**config.mk**
```make
export PLATFORM = sky130hd
export DESIGN_NAME = mult_arbiter
export DESIGN_NICKNAME = d
export VERILOG_FILES = /design/src/rtl/mult_arbiter.sv
export SDC_FILE = /design/constraint.sdc
export NUM_CORES = 1
export LEC_CHECK = 0
export ABC_CLOCK_PERIOD_IN_PS = 6990
export BUFFER_PORTS_ARGS = -buffer_cell sky130_fd_sc_hd__buf_4
export CORE_MARGIN = 3
export CORE_UTILIZATION = 50
export CTS_BUF_LIST = sky130_fd_sc_hd__clkbuf_4 sky130_fd_sc_hd__clkbuf_8 sky130_fd_sc_hd__clkbuf_16
export DETAILED_ROUTE_END_ITERATION = 16
export GPL_TIMING_DRIVEN = 0
export PLACE_DENSITY = 0.94
export SLEW_MARGIN = 20
export SYNTH_ARGS = -nofsm -noshare
export SYNTH_HDL_FRONTEND = slang
export SYNTH_SLANG_ARGS = --single-unit
export TNS_END_PERCENT = 50
```
**constraint.sdc**
```tcl
create_clock -name clk -period 6.99 [get_ports clk]
set_input_delay 1.7475 -clock clk [delete_from_list [all_inputs] [get_ports clk]]
set_output_delay 1.7475 -clock clk [all_outputs]
set_load 0.03 [all_outputs]
```
**src/rtl/mult_arbiter.sv**
```systemverilog
// Round-robin front end for a shared multiplier. N requesters compete for one
// operand port. The index of each issued operand is held in a tag FIFO, and
// each in-order result is returned together with the id of its requester.
module mult_arbiter #(
    parameter int unsigned WIDTH = 16,
    parameter int unsigned N     = 4,
    parameter int unsigned DEPTH = 4
) (
    input  logic                 clk,
    input  logic                 rst,
    input  logic [N*WIDTH-1:0]   i_x,
    input  logic [N-1:0]         i_valid_in,
    output logic [N-1:0]         i_ready_out,
    output logic [WIDTH-1:0]     m_x,
    output logic                 m_valid_out,
    input  logic                 m_ready_in,
    input  logic [WIDTH-1:0]     m_y,
    input  logic                 m_valid_in,
    output logic                 m_ready_out,
    output logic [WIDTH-1:0]     o_y,
    output logic [$clog2(N)-1:0] o_id,
    output logic                 o_valid_out,
    input  logic                 o_ready_in,
    output logic                 o_err
);

    localparam int unsigned ID_W  = $clog2(N);
    localparam int unsigned PTR_W = (DEPTH > 1) ? $clog2(DEPTH) : 1;
    localparam int unsigned CNT_W = $clog2(DEPTH + 1);

    logic [ID_W-1:0]  rr;
    logic [ID_W-1:0]  gnt_idx;
    logic [ID_W-1:0]  cand;
    logic [ID_W-1:0]  rr_next;
    logic             gnt_valid;
    logic [WIDTH-1:0] sel_x;
    logic             can_issue;
    logic             tag_full;
    logic             tag_empty;
    logic             accept;
    logic             res_xfer;
    logic             tag_pop;

    logic [ID_W-1:0]  tag_mem [DEPTH];
    logic [PTR_W-1:0] wr_ptr;
    logic [PTR_W-1:0] rd_ptr;
    logic [CNT_W-1:0] tag_cnt;

    // Fullness and emptiness come only from the registered count, so a pop
    // in this cycle never frees a slot for a push in the same cycle.
    assign tag_full  = (tag_cnt == CNT_W'(DEPTH));
    assign tag_empty = (tag_cnt == '0);
    assign can_issue = (~m_valid_out | m_ready_in) & ~tag_full;
    assign accept    = rst & gnt_valid & can_issue;

    assign m_ready_out = ~o_valid_out | o_ready_in;
    assign res_xfer    = m_valid_in & m_ready_out;
    assign tag_pop     = res_xfer & ~tag_empty;

    // Round-robin search: the first valid requester at or after rr wins.
    always_comb begin
        gnt_valid = 1'b0;
        gnt_idx   = '0;
        cand      = '0;
        for (int off = 0; off < int'(N); off++) begin
            cand = ID_W'((int'(rr) + off) % int'(N));
            if (!gnt_valid && i_valid_in[cand]) begin
                gnt_valid = 1'b1;
                gnt_idx   = cand;
            end
        end
    end

    // Select the operand of the granted requester and drive its ready bit.
    always_comb begin
        sel_x       = '0;
        i_ready_out = '0;
        for (int k = 0; k < int'(N); k++) begin
            if (gnt_idx == ID_W'(k)) begin
                sel_x          = i_x[k*WIDTH +: WIDTH];
                i_ready_out[k] = rst & gnt_valid & can_issue;
            end
        end
    end

    assign rr_next = (gnt_idx == ID_W'(N - 1)) ? '0 : gnt_idx + ID_W'(1);

    // Issue register toward the multiplier and the round-robin pointer.
    always_ff @(posedge clk or negedge rst) begin
        if (!rst) begin
            m_x         <= '0;
            m_valid_out <= 1'b0;
            rr          <= '0;
        end else if (accept) begin
            m_x         <= sel_x;
            m_valid_out <= 1'b1;
            rr          <= rr_next;
        end else if (m_ready_in) begin
            m_valid_out <= 1'b0;
        end
    end

    // Storage for the tags. It needs no reset because the pointers and the
    // count alone decide which entries are live.
    always_ff @(posedge clk) begin
        if (accept) begin
            tag_mem[wr_ptr] <= gnt_idx;
        end
    end

    // Tag FIFO pointers and occupancy count.
    always_ff @(posedge clk or negedge rst) begin
        if (!rst) begin
            wr_ptr  <= '0;
            rd_ptr  <= '0;
            tag_cnt <= '0;
        end else begin
            if (accept) begin
                wr_ptr <= (wr_ptr == PTR_W'(DEPTH - 1)) ? '0 : wr_ptr + PTR_W'(1);
            end
            if (tag_pop) begin
                rd_ptr <= (rd_ptr == PTR_W'(DEPTH - 1)) ? '0 : rd_ptr + PTR_W'(1);
            end
            if (accept && !tag_pop) begin
                tag_cnt <= tag_cnt + CNT_W'(1);
            end else if (!accept && tag_pop) begin
                tag_cnt <= tag_cnt - CNT_W'(1);
            end
        end
    end

    // Result register. A result that arrives with no tag is dropped and
    // raises the sticky error flag.
    always_ff @(posedge clk or negedge rst) begin
        if (!rst) begin
            o_y         <= '0;
            o_id        <= '0;
            o_valid_out <= 1'b0;
            o_err       <= 1'b0;
        end else begin
            if (tag_pop) begin
                o_y         <= m_y;
                o_id        <= tag_mem[rd_ptr];
                o_valid_out <= 1'b1;
            end else if (o_ready_in) begin
                o_valid_out <= 1'b0;
            end
            if (res_xfer && tag_empty) begin
                o_err <= 1'b1;
            end
        end
    end

endmodule
```
==> results.md, run 1 <==
* Detailed placer's ending HPWL at 5.74 mm
* Met1 Wirelength at 2.66 mm
* Worst-path cell with the longest stage delay: clkbuf_1
* Arr. time, crit path at just under 4 ns
* Critical R2R Capture: m_x[5]
* Power per cell area at 418 nW/um2
* CTS resizes at 0
* Rel. slew slack at about three fifths
* Ys flop type: dfrtp_1
* DRT Pass-1 Iters at 4
* P&R area growth vs syn at 40.9%
* Initial antenna violation count at 0
* Fraction of layout cells with a size suffix above 1 at between 50% and 60%
* Reg2Reg Setup Slack at between 3 and 4 ns
* CTS H-tree lvls at 2
* CP Class: in -> out
* Cell accounting for the most synthesized area: dfrtp_1
* Via count at between 2k and 2.5k
* Register Area at roughly 1400 um2
* Grt total ovfl at 0
* WL/cell at about 17 um
* Clk pin slew, worst setup/hold paths at approximately 0.1 ns
* Ys Warns at 0
* Worst-skew pair later-pin latency at approximately 0.31 ns
* Final setup fails at 0
* VDD IR-drop max at between 200 and 250 uV
* Die area at 6570 um2
* Critical Path Start: i_valid_in[1]
* FILL cells at between 300 and 400
* DR vias/cell at 5.69
* Starting Density at roughly 53%
* Port Buffer Count at 130
* Final Net Count at 458
* Yosys top cell area share at 40.8%
* Outcome: complete, no violations
* R2r startpoint: rr[1]
* DRC violations left at 0
* Max-slew violations at 0
* Non-Filler Instances at around 430
* Average cell area after synthesis at around 13 um2
* Slowest Stage Delay on Critical Path at slightly below 0.4 ns
* Worst setup EP type: output port
* Number of global-route vias before repair at 2513
* Total Routed Length at between 7 and 8 mm
* CTS tree: yes
* Ys async rst share at approximately 85%
* RSZ-0062 raised after global routing: false
* Tot GR Track Use at between 20% and 30%
* Chip Width at 81.1 um
* # Max-Cap Violations at 0
* CTS Sinks at between 50 and 60
* Worst Skew at between 0.006 and 0.007 ns
* Largest net degree at the start of global routing at 48
* Sum of negative setup slack at 0 ns
* Core area at ~5300 um2
* Overall power at approximately 1.7 mW
* GP Congestion at between 0.8 and 0.9
* Crit path launch type: input pin
* Critical-path cell list: buf_4 > mux2_2 > o221ai_1 > inv_1 > ha_1 > inv_1 > clkbuf_1 > nor2_1 > buf_4
* Fin crit share at slightly above 80%
* Final hold vios at 0
* CP Max Fanout at 10
* Clock Tree Root: clkbuf_8
* Mapped Area at roughly 2800 um2
* CTS buffer count at 5
* Synthesized instance count at 221
* Die Ht at 81.1 um
* Placed cells at around 420
* N_diodes at 0
* First-pass GRT wire length at approximately 12 mm
* Flops & latches, synth at 54
* Met3 WL at slightly below 600 um
* Fmax at 177 MHz
* Worst Max-Slew Pin Slew at approximately 0.57 ns
* Top post-synthesis cells by area: dfrtp_1 41%, mux2_2 9.6%, edfxtp_1 8.5%
* Capture point of the critical path: i_ready_out[3]
* Cell variety after synth at 41
* Post-CTS Hold Fix Bufs at 0
* Critical Path RT at around 5.2 ns
* Multi-input logic area at 1300 um2
* Worst hold-check path type: reg -> reg
* Leakage at about 1.8 nW
* Final min period at about 5.7 ns
* Max layer used: met4
* Postcts setup bufs at 0
* Number of top-level pins at between 100 and 150
* Bufs on Longest Clock Path at 2
* Post-synth EDFFs at 8
* Post-DRT Antenna Nets at 0
* Metal2 WL at roughly 3.9 mm
* 1st-iter DRT viols at ~80
* Syn nets at between 300 and 400
* Cells on worst reg2reg path at 9
* Post-synthesis sequential area ratio at 49.4%
* Row cnt at 26
[report_power, final]
group          internal [mW]  leakage [nW]  switching, mW
clock                 0.0749        0.0486          0.105
combinational          0.410          1.15          0.523
sequential             0.456         0.622         0.0903
[cell type report]
cell class / instances / area share [%]
Buffer: 17 / 2.27
Clock buffer: 6 / 1.92
Clock inverter: 2 / 0.346
Inverter: 10 / 0.976
Multi-Input combinational cell: 140 / 32.7
Sequential cell: 54 / 35.0
Tap cell: 70 / 2.20
Timing Repair Buffer: 130 / 24.6
[per-layer routing]
metal | vias to the layer above | track usage, %
li1 | 1151 | -
met1 | 1177 | 25.5
met2 | 98 | 41.1
met3 | 14 | 6.98
met4 | 0 | 6.76
met5 | - | 0
[how the worst min path moves through the flow]
stage	to	start	cells past startpoint
after global placement	o_err	o_err	1
after global routing	o_y[15]	o_y[15]	1
final	m_x[3]	m_x[3]	2
after floorplan	tag_cnt[2]	tag_cnt[2]	1
after CTS	m_x[3]	m_x[3]	2
after detailed placement	m_x[15]	m_x[15]	2
[state kept, by name (all words and copies together) (netlist names)]
| signal | cells |
|---|---|
| m_valid_out | 1 |
| m_x | 16 |
| o_err | 1 |
| o_id | 2 |
| o_valid_out | 1 |
| o_y | 16 |
| rd_ptr | 2 |
| rr | 2 |
| tag_cnt | 3 |
| tag_mem | 8 |
| wr_ptr | 2 |
[cell families after synthesis]
group / share of synthesized area, %
AND/OR/NAND/NOR: 6.75
buffers and inverters: 4.57
adder cells (fa/ha/maj): 5.15
AO/OA/AOI/OAI: 21.0
flip-flops: 49.4
XOR/XNOR: 0.932
multiplexers: 12.3
[worst max-delay path: cells and delay by family]
kind            cells  cell delay (ns)
simple gates        1             0.10
buf+inv             5             1.13
mux                 1             0.25
compound gates      1             0.34
fa+ha+maj           1             0.33
[stage by stage]
stage               cell area, um2  hold slack (ns)  setup WS (ns)  util, %
global route                  3970            0.523           1.16     75.4
detailed placement            3880            0.490           1.31     73.7
CTS                           3970            0.513           1.31     75.4
floorplan                     2820            0.464           1.90        -
global placement              3880            0.458           1.46     73.7
finish                        3970            0.510           1.33     75.4
[Yosys cell counts (2+ instances only)]
master,count
nor2_1,4
buf_6,3
mux2_2,24
o41ai_1,15
mux2_4,2
mux4_2,2
o22ai_1,16
and2_1,7
clkbuf_1,11
inv_1,9
nand2b_1,3
xor2_1,2
buf_2,3
ha_1,10
o31ai_1,7
a221oi_1,16
a21oi_1,2
nor2b_1,2
o31ai_2,8
nand3b_1,2
edfxtp_1,8
dfrtp_1,46
[placed cells by master, fill, tap and decap left out, types with 4 or more instances in the layout]
cell      Yosys  final
a221oi_1     16     16
and2_1        7      7
buf_4         0    130
clkbuf_1     11     11
clkbuf_8      0      5
dfrtp_1      46     46
edfxtp_1      8      8
ha_1         10     10
inv_1         9      9
mux2_2       24     24
nor2_1        4      4
o22ai_1      16     16
o31ai_1       7      7
o31ai_2       8      8
o41ai_1      15     15
(Power assumes the default switching activity.)
==> run 2, diff against run 1 <==
--- a/config.mk
+++ b/config.mk
@@ -5,14 +5,15 @@
 export SDC_FILE = /design/constraint.sdc
 export NUM_CORES = 1
 export LEC_CHECK = 0
-export ABC_CLOCK_PERIOD_IN_PS = 6990
+export ABC_AREA = 1
+export ABC_CLOCK_PERIOD_IN_PS = 4910
 export BUFFER_PORTS_ARGS = -buffer_cell sky130_fd_sc_hd__buf_4
 export CORE_MARGIN = 3
-export CORE_UTILIZATION = 50
+export CORE_UTILIZATION = 44
 export CTS_BUF_LIST = sky130_fd_sc_hd__clkbuf_4 sky130_fd_sc_hd__clkbuf_8 sky130_fd_sc_hd__clkbuf_16
 export DETAILED_ROUTE_END_ITERATION = 16
 export GPL_TIMING_DRIVEN = 0
-export PLACE_DENSITY = 0.94
+export PLACE_DENSITY = 0.86
 export SLEW_MARGIN = 20
 export SYNTH_ARGS = -nofsm -noshare
 export SYNTH_HDL_FRONTEND = slang
==> constraint.sdc (replaced) <==
create_clock -name clk -period 4.91 [get_ports clk]
set_input_delay 1.2275 -clock clk [delete_from_list [all_inputs] [get_ports clk]]
set_output_delay 1.2275 -clock clk [all_outputs]
set_load 0.03 [all_outputs]
==> run 2 against run 1 <==
Against the previous run: synthesized area is 10% higher; sequential share of layout area is 2.6 points lower; first-iteration DRC count up 94%; global-route usage shrank 3.4 points; clock skew grew 0.00065 ns; die area is 23% higher; critical endpoint is now i_ready_out[2]; largest cell class is now multi-input gates; largest power group unchanged.
==> results.md, run 2 <==
* Outcome: complete, no violations
* Worst Skew at 0.00736 ns (+0.000649 ns)
* Grt total ovfl at 0 (unchanged)
* WP depth at 16 (+7)
* Number of top-level pins at 131 (unchanged)
* RSZ-0062 raised after global routing: false
* N_diodes at 0 (unchanged)
* CTS H-tree lvls at 2 (unchanged)
* Hold_ws at 0.485 ns (-0.0252 ns)
* Core area at 6600 um2 (+25%)
* Largest registers: m_x: 16 flops, o_y: 16 flops, tag_mem: 8 flops
* Critical-path cell list: buf_4 > inv_1 > nand2_4 > nand3_1 > nand2_2 > nor2_4 > nand3_1 > nand3_1 > nand2_1 > inv_1 > ha_1 > buf_2 > inv_1 > clkbuf_1 > nor2_1 > buf_4
* Most frequent cells after synthesis: 188 x nand2_1, 46 x dfrtp_1, 35 x o21ai_0, 27 x inv_1, 20 x nor2_1
* Final setup fails at 0 (unchanged)
* DRC violations left at 0 (unchanged)
* P&R area growth vs syn at 38.2%
* WL/cell at 12.2 um (-28%)
* Overall power at 3.34 mW (+100%)
* Sum of negative setup slack at 0 ns (unchanged)
* Ys flop type: dfrtp_1
* Ys Warns at 0 (unchanged)
* Switch share at 51.7% (+8.4 points)
* Initial antenna violation count at 0 (unchanged)
* Compound-Gate Fraction of Synth Area at 11.0% (-10 points)
* Fmax at roughly 220 MHz
* Combinational cell fraction of total power at 68.6% (+12 points)
* Power per cell area at 778 nW/um2 (+86%)
* Cell accounting for the most synthesized area: dfrtp_1
* Multiplexer area fraction after synthesis at 0.363% (-12 points)
* Most common cell in the netlist: nand2_1
* Reg2Reg Setup Slack at 2.00 ns (-1.82 ns)
* Bufs on Longest Clock Path at 2 (unchanged)
* Switching power at 1.72 mW (+140%)
* Post-route cell area at 4290 um2 (+7.9%)
* Slowest Stage Delay on Critical Path at 0.22 ns (-0.17 ns)
* VDD IR-drop max at 644 uV (+180%)
* CP Class: in -> out
* Critical Path RT at 3.68 ns (-1.56 ns)
* Die area at 8090 um2 (+23%)
* Internal power at 1.61 mW (+71%)
* Yosys top cell area share at 37.1% (-3.7 points)
* XOR/XNOR Fraction of Synth Area at 0.565% (-0.37 points)
* Clock Tree Root: clkbuf_8
* Register Area at 1390 um2 (unchanged)
* Total Routed Length at 7.85 mm (+8.2%)
* Post-CTS Hold Fix Bufs at 0 (unchanged)
* Average cell area after synthesis at 7.49 um2 (-41%)
* Hold Crit Depth at 1 (-1)
* Final min period at roughly 4.6 ns
* Flop pwr share at 23.9% (-9.0 points)
* CTS buffer count at 5 (unchanged)
* Syn nets at 514 (+60%)
* Arr. time, crit path at 3.41 ns (-0.50 ns)
* Tot GR Track Use at 19.3% (-3.4 points)
* DR vias/cell at 4.77 (-16%)
* FILL cells at 610 (+70%)
* Post-DRT Antenna Nets at 0 (unchanged)
* Post-synthesis sequential area ratio at 44.9% (-4.5 points)
* Multi-input logic area at 1470 um2 (+13%)
* Synth Area in Adders at 4.68% (-0.47 points)
* Flops & latches, synth at 54 (unchanged)
* Starting Density at 47.0% (-6.5 points)
* Postcts setup bufs at 0 (unchanged)
* Die Ht at 90.0 um (+11%)
* Mapped Area at 3100 um2 (+10%)
* Top post-synthesis cells by area: dfrtp_1 37%, nand2_1 23%, edfxtp_1 7.7%
* Worst Max-Slew Pin Slew at 0.566 ns (-0.00493 ns)
* Row cnt at 29 (+12%)
* Clk pwr share at 7.5% (-3.3 points)
* Commonest non-fill, non-tap cells in the layout: 188 x nand2_1, 131 x buf_4, 46 x dfrtp_1
* Crit path launch type: input pin
* CTS tree: yes
* CP Max Fanout at 10 (unchanged)
* DRT Pass-1 Iters at 4 (unchanged)
* Placed cells at 637 (+51%)
* Rel. slew slack at 62.3% (+0.33 points)
* Largest net degree at the start of global routing at 48 (unchanged)
* Synthesized instance count at 414 (+87%)
* Via count at 3077 (+26%)
* Detailed placer's ending HPWL at 6.35 mm (+11%)
* 1st-iter DRT viols at 153 (+94%)
* Worst-skew pair later-pin latency at 0.31 ns (about the same)
* Max-slew violations at 0 (unchanged)
* Worst hold-check path type: reg -> reg
* Fraction of layout cells with a size suffix above 1 at 30.8% (-21 points)
* Non-Filler Instances at 645 (+50%)
* CTS Sinks at 54 (unchanged)
* Cell variety after synth at 33 (-20%)
* # Max-Cap Violations at 0 (unchanged)
* Commonest non-fill, non-tap cell in the layout: nand2_1
* Cells on worst reg2reg path at 19 (+10)
* Port Buffer Count at 130 (unchanged)
* CTS resizes at 0 (unchanged)
* GP Congestion at 0.906 (+10%)
* Fin crit share at around 95%
* Post-synth EDFFs at 8 (unchanged)
* Final hold vios at 0 (unchanged)
* First-pass GRT wire length at 13.1 mm (+14%)
* Number of global-route vias before repair at 3052 (+21%)
* Ys async rst share at 85.2% (unchanged)
* Clk pin slew, worst setup/hold paths at 0.10 ns (about the same)
* Final Net Count at 651 (+42%)
* Placement Cell Area at 4190 um2 (+8.0%)
* Worst setup EP type: output port
* Leakage at 2.32 nW (+28%)
* Top Family by Delay on Critical Path: buffers and inverters
* Largest family of logic cells by synthesized area: simple AND/OR/NAND/NOR gates
* Chip Width at 90.0 um (+11%)
* Simple-Gate Fraction of Synth Area at 30.7% (+24 points)
* Worst-path cell with the longest stage delay: clkbuf_1
* Worst Path Buf+Inv at 7 (+2)
run 2: changes by cell type in the layout (fill, tap and decap cells not counted), moves of 8 or more:
cell,change
nand2_1,+187
o21ai_0,+35
mux2_2,-23
inv_1,+18
a221oi_1,-16
nor2_1,+16
o22ai_1,-16
a21oi_1,+15
o41ai_1,-15
nand2_2,+8
o31ai_2,-8
run 2: layer usage:
| layer | share of wire (%) | global-route usage, % | wire length, um |
|---|---|---|---|
| met1 | 40 | 21.9 | 3140 |
| met2 | 52 | 36.4 | 4060 |
| met3 | 7.3 | 5.18 | 576 |
| met4 | 0.93 | 3.70 | 73 |
| met5 | 0 | 0 | 0 |
run 2: layout make-up:
cell class                      instances  area share, %
Clock buffer                            5           1.61
Inverter                               30           2.69
Multi-Input combinational cell        312           34.2
Timing Repair Buffer                  130           22.8
Buffer                                 18           2.98
Tap cell                               93           2.71
Sequential cell                        54           32.5
Clock inverter                          3          0.555
run 2: worst paths after layout:
check,start,to
setup / recovery,i_valid_in[3],i_ready_out[2]
hold / removal,o_err,o_err
setup reg to reg,rr[0],m_x[12]
hold reg to reg,o_err,o_err
max in group asynchronous,rst,rr[1]
min in group asynchronous,rst,o_y[3]
run 2: per-stage QoR:
stage	setup slack, ns	util [%]
after floorplan	0.623	-
after detailed placement	0.297	63.5
final	0.269	64.9
after global placement	0.379	63.5
after global routing	0.0511	64.9
after CTS	0.276	64.9
run 2: cell families (layout without fill, tap and decap cells):
family | count (synthesis) | count (layout)
fa+ha+maj | 11 | 11
xor+xnor | 2 | 2
flops | 54 | 54
mux | 1 | 1
simple gates | 233 | 233
compound gates | 65 | 65
buf+inv | 48 | 186
run 2: power groups by stage:
stage | Combinational [mW] | Sequential (mW) | Clock (mW)
after global placement | 2.21 | 0.797 | 0
after detailed placement | 2.27 | 0.808 | 0
after floorplan | 1.38 | 1.04 | 0
final | 2.29 | 0.798 | 0.252
after global routing | 2.55 | 0.825 | 0.282
after CTS | 2.29 | 0.800 | 0.260
==> run 3, diff against run 2 <==
--- a/config.mk
+++ b/config.mk
@@ -5,15 +5,15 @@
 export SDC_FILE = /design/constraint.sdc
 export NUM_CORES = 1
 export LEC_CHECK = 0
-export ABC_AREA = 1
 export ABC_CLOCK_PERIOD_IN_PS = 4910
 export BUFFER_PORTS_ARGS = -buffer_cell sky130_fd_sc_hd__buf_4
 export CORE_MARGIN = 3
-export CORE_UTILIZATION = 44
+export CORE_UTILIZATION = 42
 export CTS_BUF_LIST = sky130_fd_sc_hd__clkbuf_4 sky130_fd_sc_hd__clkbuf_8 sky130_fd_sc_hd__clkbuf_16
 export DETAILED_ROUTE_END_ITERATION = 16
 export GPL_TIMING_DRIVEN = 0
-export PLACE_DENSITY = 0.86
+export PLACE_DENSITY = 0.85
+export REMOVE_ABC_BUFFERS = 1
 export SLEW_MARGIN = 20
 export SYNTH_ARGS = -nofsm -noshare
 export SYNTH_HDL_FRONTEND = slang
==> run 3 against run 2 <==
Against the previous run: clock power is 2% lower; clock skew is essentially flat; die area decreased by 4.5%; highest routed layer unchanged.
==> results.md, run 3 (synthesized netlist as in run 1, its figures left out) <==
* Largest net degree at the start of global routing at 48 (unchanged)
* # Max-Cap Violations at 0 (unchanged)
* Max layer used: met4
* Commonest non-fill, non-tap cell in the layout: buf_4
* Fraction of layout cells with a size suffix above 1 at 53.4% (+23 points)
* Worst Skew at 0.00751 ns (+0.000153 ns)
* GP Congestion at 0.874 (-3.5%)
* Core utilization of the finished layout at 60.9% (-4.0 points)
* Critical-path cell list: buf_6 > inv_1 > or4_4 > clkinv_2 > and2_1 > buf_4
* Tot GR Track Use at 18.4% (-0.90 points)
* Final hold vios at 0 (unchanged)
* Chip Width at 87.9 um (-2.3%)
* RSZ-0062 raised after global routing: false
* Worst Max-Slew Pin Slew at 1.08 ns (+0.516 ns)
* DRC violations left at 0 (unchanged)
* Met1 Wirelength at 2.71 mm (-14%)
* Largest registers: m_x: 16 flops, o_y: 16 flops, tag_mem: 8 flops
* Placement Cell Area at 3800 um2 (-9.4%)
* Worst hold-check path type: reg -> reg
* DRT Pass-1 Iters at 4 (unchanged)
* Postcts setup bufs at 0 (unchanged)
* CTS tree: yes
* Total Routed Length at 7.11 mm (-9.5%)
* Worst setup EP type: output port
* Number of global-route vias before repair at 2434 (-20%)
* First-pass GRT wire length at 11.2 mm (-15%)
* Final Net Count at 442 (-32%)
* VDD IR-drop max at 291 uV (-55%)
* Metal2 WL at 3.69 mm (-9.0%)
* Post-DRT Antenna Nets at 0 (unchanged)
* CTS buffer count at 5 (unchanged)
* Via count at 2341 (-24%)
* Worst-skew pair later-pin latency at 0.30 ns (about the same)
* Met3 WL at 621 um (+7.8%)
* Rel. slew slack at 27.7% (-35 points)
* Final setup fails at 0 (unchanged)
* CTS H-tree lvls at 2 (unchanged)
* Clock Tree Root: clkbuf_8
* Die area at 7730 um2 (-4.5%)
* Detailed placer's ending HPWL at 5.39 mm (-15%)
* Commonest non-fill, non-tap cells in the layout: 129 x buf_4, 46 x dfrtp_1, 24 x mux2_2
* Post-route cell area at 3910 um2 (-8.7%)
* Post-CTS Hold Fix Bufs at 0 (unchanged)
* Die Ht at 87.9 um (-2.3%)
* Number of top-level pins at 131 (unchanged)
* Initial antenna violation count at 0 (unchanged)
* CTS Sinks at 54 (unchanged)
* Fin crit share at 92.6% (-1.9 points)
* Grt total ovfl at 0 (unchanged)
* Core area at 6420 um2 (-2.7%)
* Port Buffer Count at 130 (unchanged)
* Fmax at 220 MHz (+2.1%)
* 1st-iter DRT viols at 59 (-61%)
* DR vias/cell at 5.57 (+17%)
* Arr. time, crit path at 3.32 ns (-0.09 ns)
* Worst-path cell with the longest stage delay: or4_4
* Critical Path RT at 3.68 ns (about the same)
* CP Class: in -> out
* CP Max Fanout at 47 (+37)
* CTS resizes at 1 (+1)
* Final min period at 4.55 ns (-0.0938 ns)
* Leakage at 1.78 nW (-23%)
* P&R area growth vs syn at 38.8%
* WL/cell at 16.9 um (+39%)
* Slowest Stage Delay on Critical Path at 0.79 ns (+0.57 ns)
* Row cnt at 29 (unchanged)
* Clk pin slew, worst setup/hold paths at 0.09 ns (about the same)
* Starting Density at 43.9% (-3.1 points)
* Crit path launch type: input pin
* Max-slew violations at 0 (unchanged)
* Bufs on Longest Clock Path at 2 (unchanged)
* Outcome: complete, no violations
* Power per cell area at 591 nW/um2 (-24%)
* N_diodes at 0 (unchanged)
-- run 3: cell types whose count changed in the layout (fill, tap and decap cells not counted), sizes merged, moves of 7 or more --
cell,before,now
a21oi,17,2
a221oi,0,16
and2,0,7
buf,142,131
inv,32,9
mux2,1,26
nand2,199,1
nand3,9,0
nor2,22,4
o21ai,44,0
o22ai,0,16
o31ai,0,15
o41ai,0,15
-- run 3: critical path: cells and delay by family --
family	cells	cell delay, ns
buffers and inverters	4	1.10
and+or+nand+nor	2	0.97
-- run 3: cell type report --
type                       instances  area (um2)
timing repair buffer             131         991
inverter                          10        38.8
multi-input combinational        140        1310
fill                             527        2510
sequential                        54        1390
clock inverter                     1        7.51
tap                               77        96.3
clock buffer                       7        83.8
-- run 3: final timing paths --
| path | startpoint | end | slack [ns] | depth (start not counted) |
|---|---|---|---|---|
| max | rst | i_ready_out[2] | 0.36 | 6 |
| min | o_err | o_err | 0.47 | 1 |
| max in group asynchronous | rst | m_x[3] | 3.76 | 1 |
| min reg2reg | o_err | o_err | 0.47 | 1 |
| max reg2reg | rr[1] | m_x[13] | 1.50 | 7 |
| min in group asynchronous | rst | m_x[12] | 0.85 | 1 |
-- run 3: per-layer routing --
| metal | track usage [%] | vias up |
|---|---|---|
| li1 | - | 1112 |
| met3 | 6.11 | 7 |
| met1 | 22.0 | 1119 |
| met2 | 32.0 | 103 |
| met5 | 0 | - |
| met4 | 4.46 | 0 |
-- run 3: power breakdown --
part / leakage [nW] / internal [mW] / switching, mW
Clock: 0.0453 / 0.112 / 0.135
Combinational: 1.11 / 0.564 / 0.721
Sequential: 0.622 / 0.650 / 0.130
-- run 3: per-stage QoR --
stage | hold slack (ns) | setup TNS [ns] | worst slack, ns | cells | power (mW)
2_1_floorplan | 0.464 | 0 | 0.640 | 204 | 1.63
3_3_place_gp | 0.450 | -0.508 | -0.171 | 411 | 2.04
3_5_place_dp | 0.464 | -0.568 | -0.214 | 411 | 2.08
4_1_cts | 0.485 | 0 | 0.119 | 419 | 2.34
5_1_grt | 0.503 | 0 | 0.217 | 420 | 2.47
6_report | 0.474 | 0 | 0.363 | 420 | 2.31
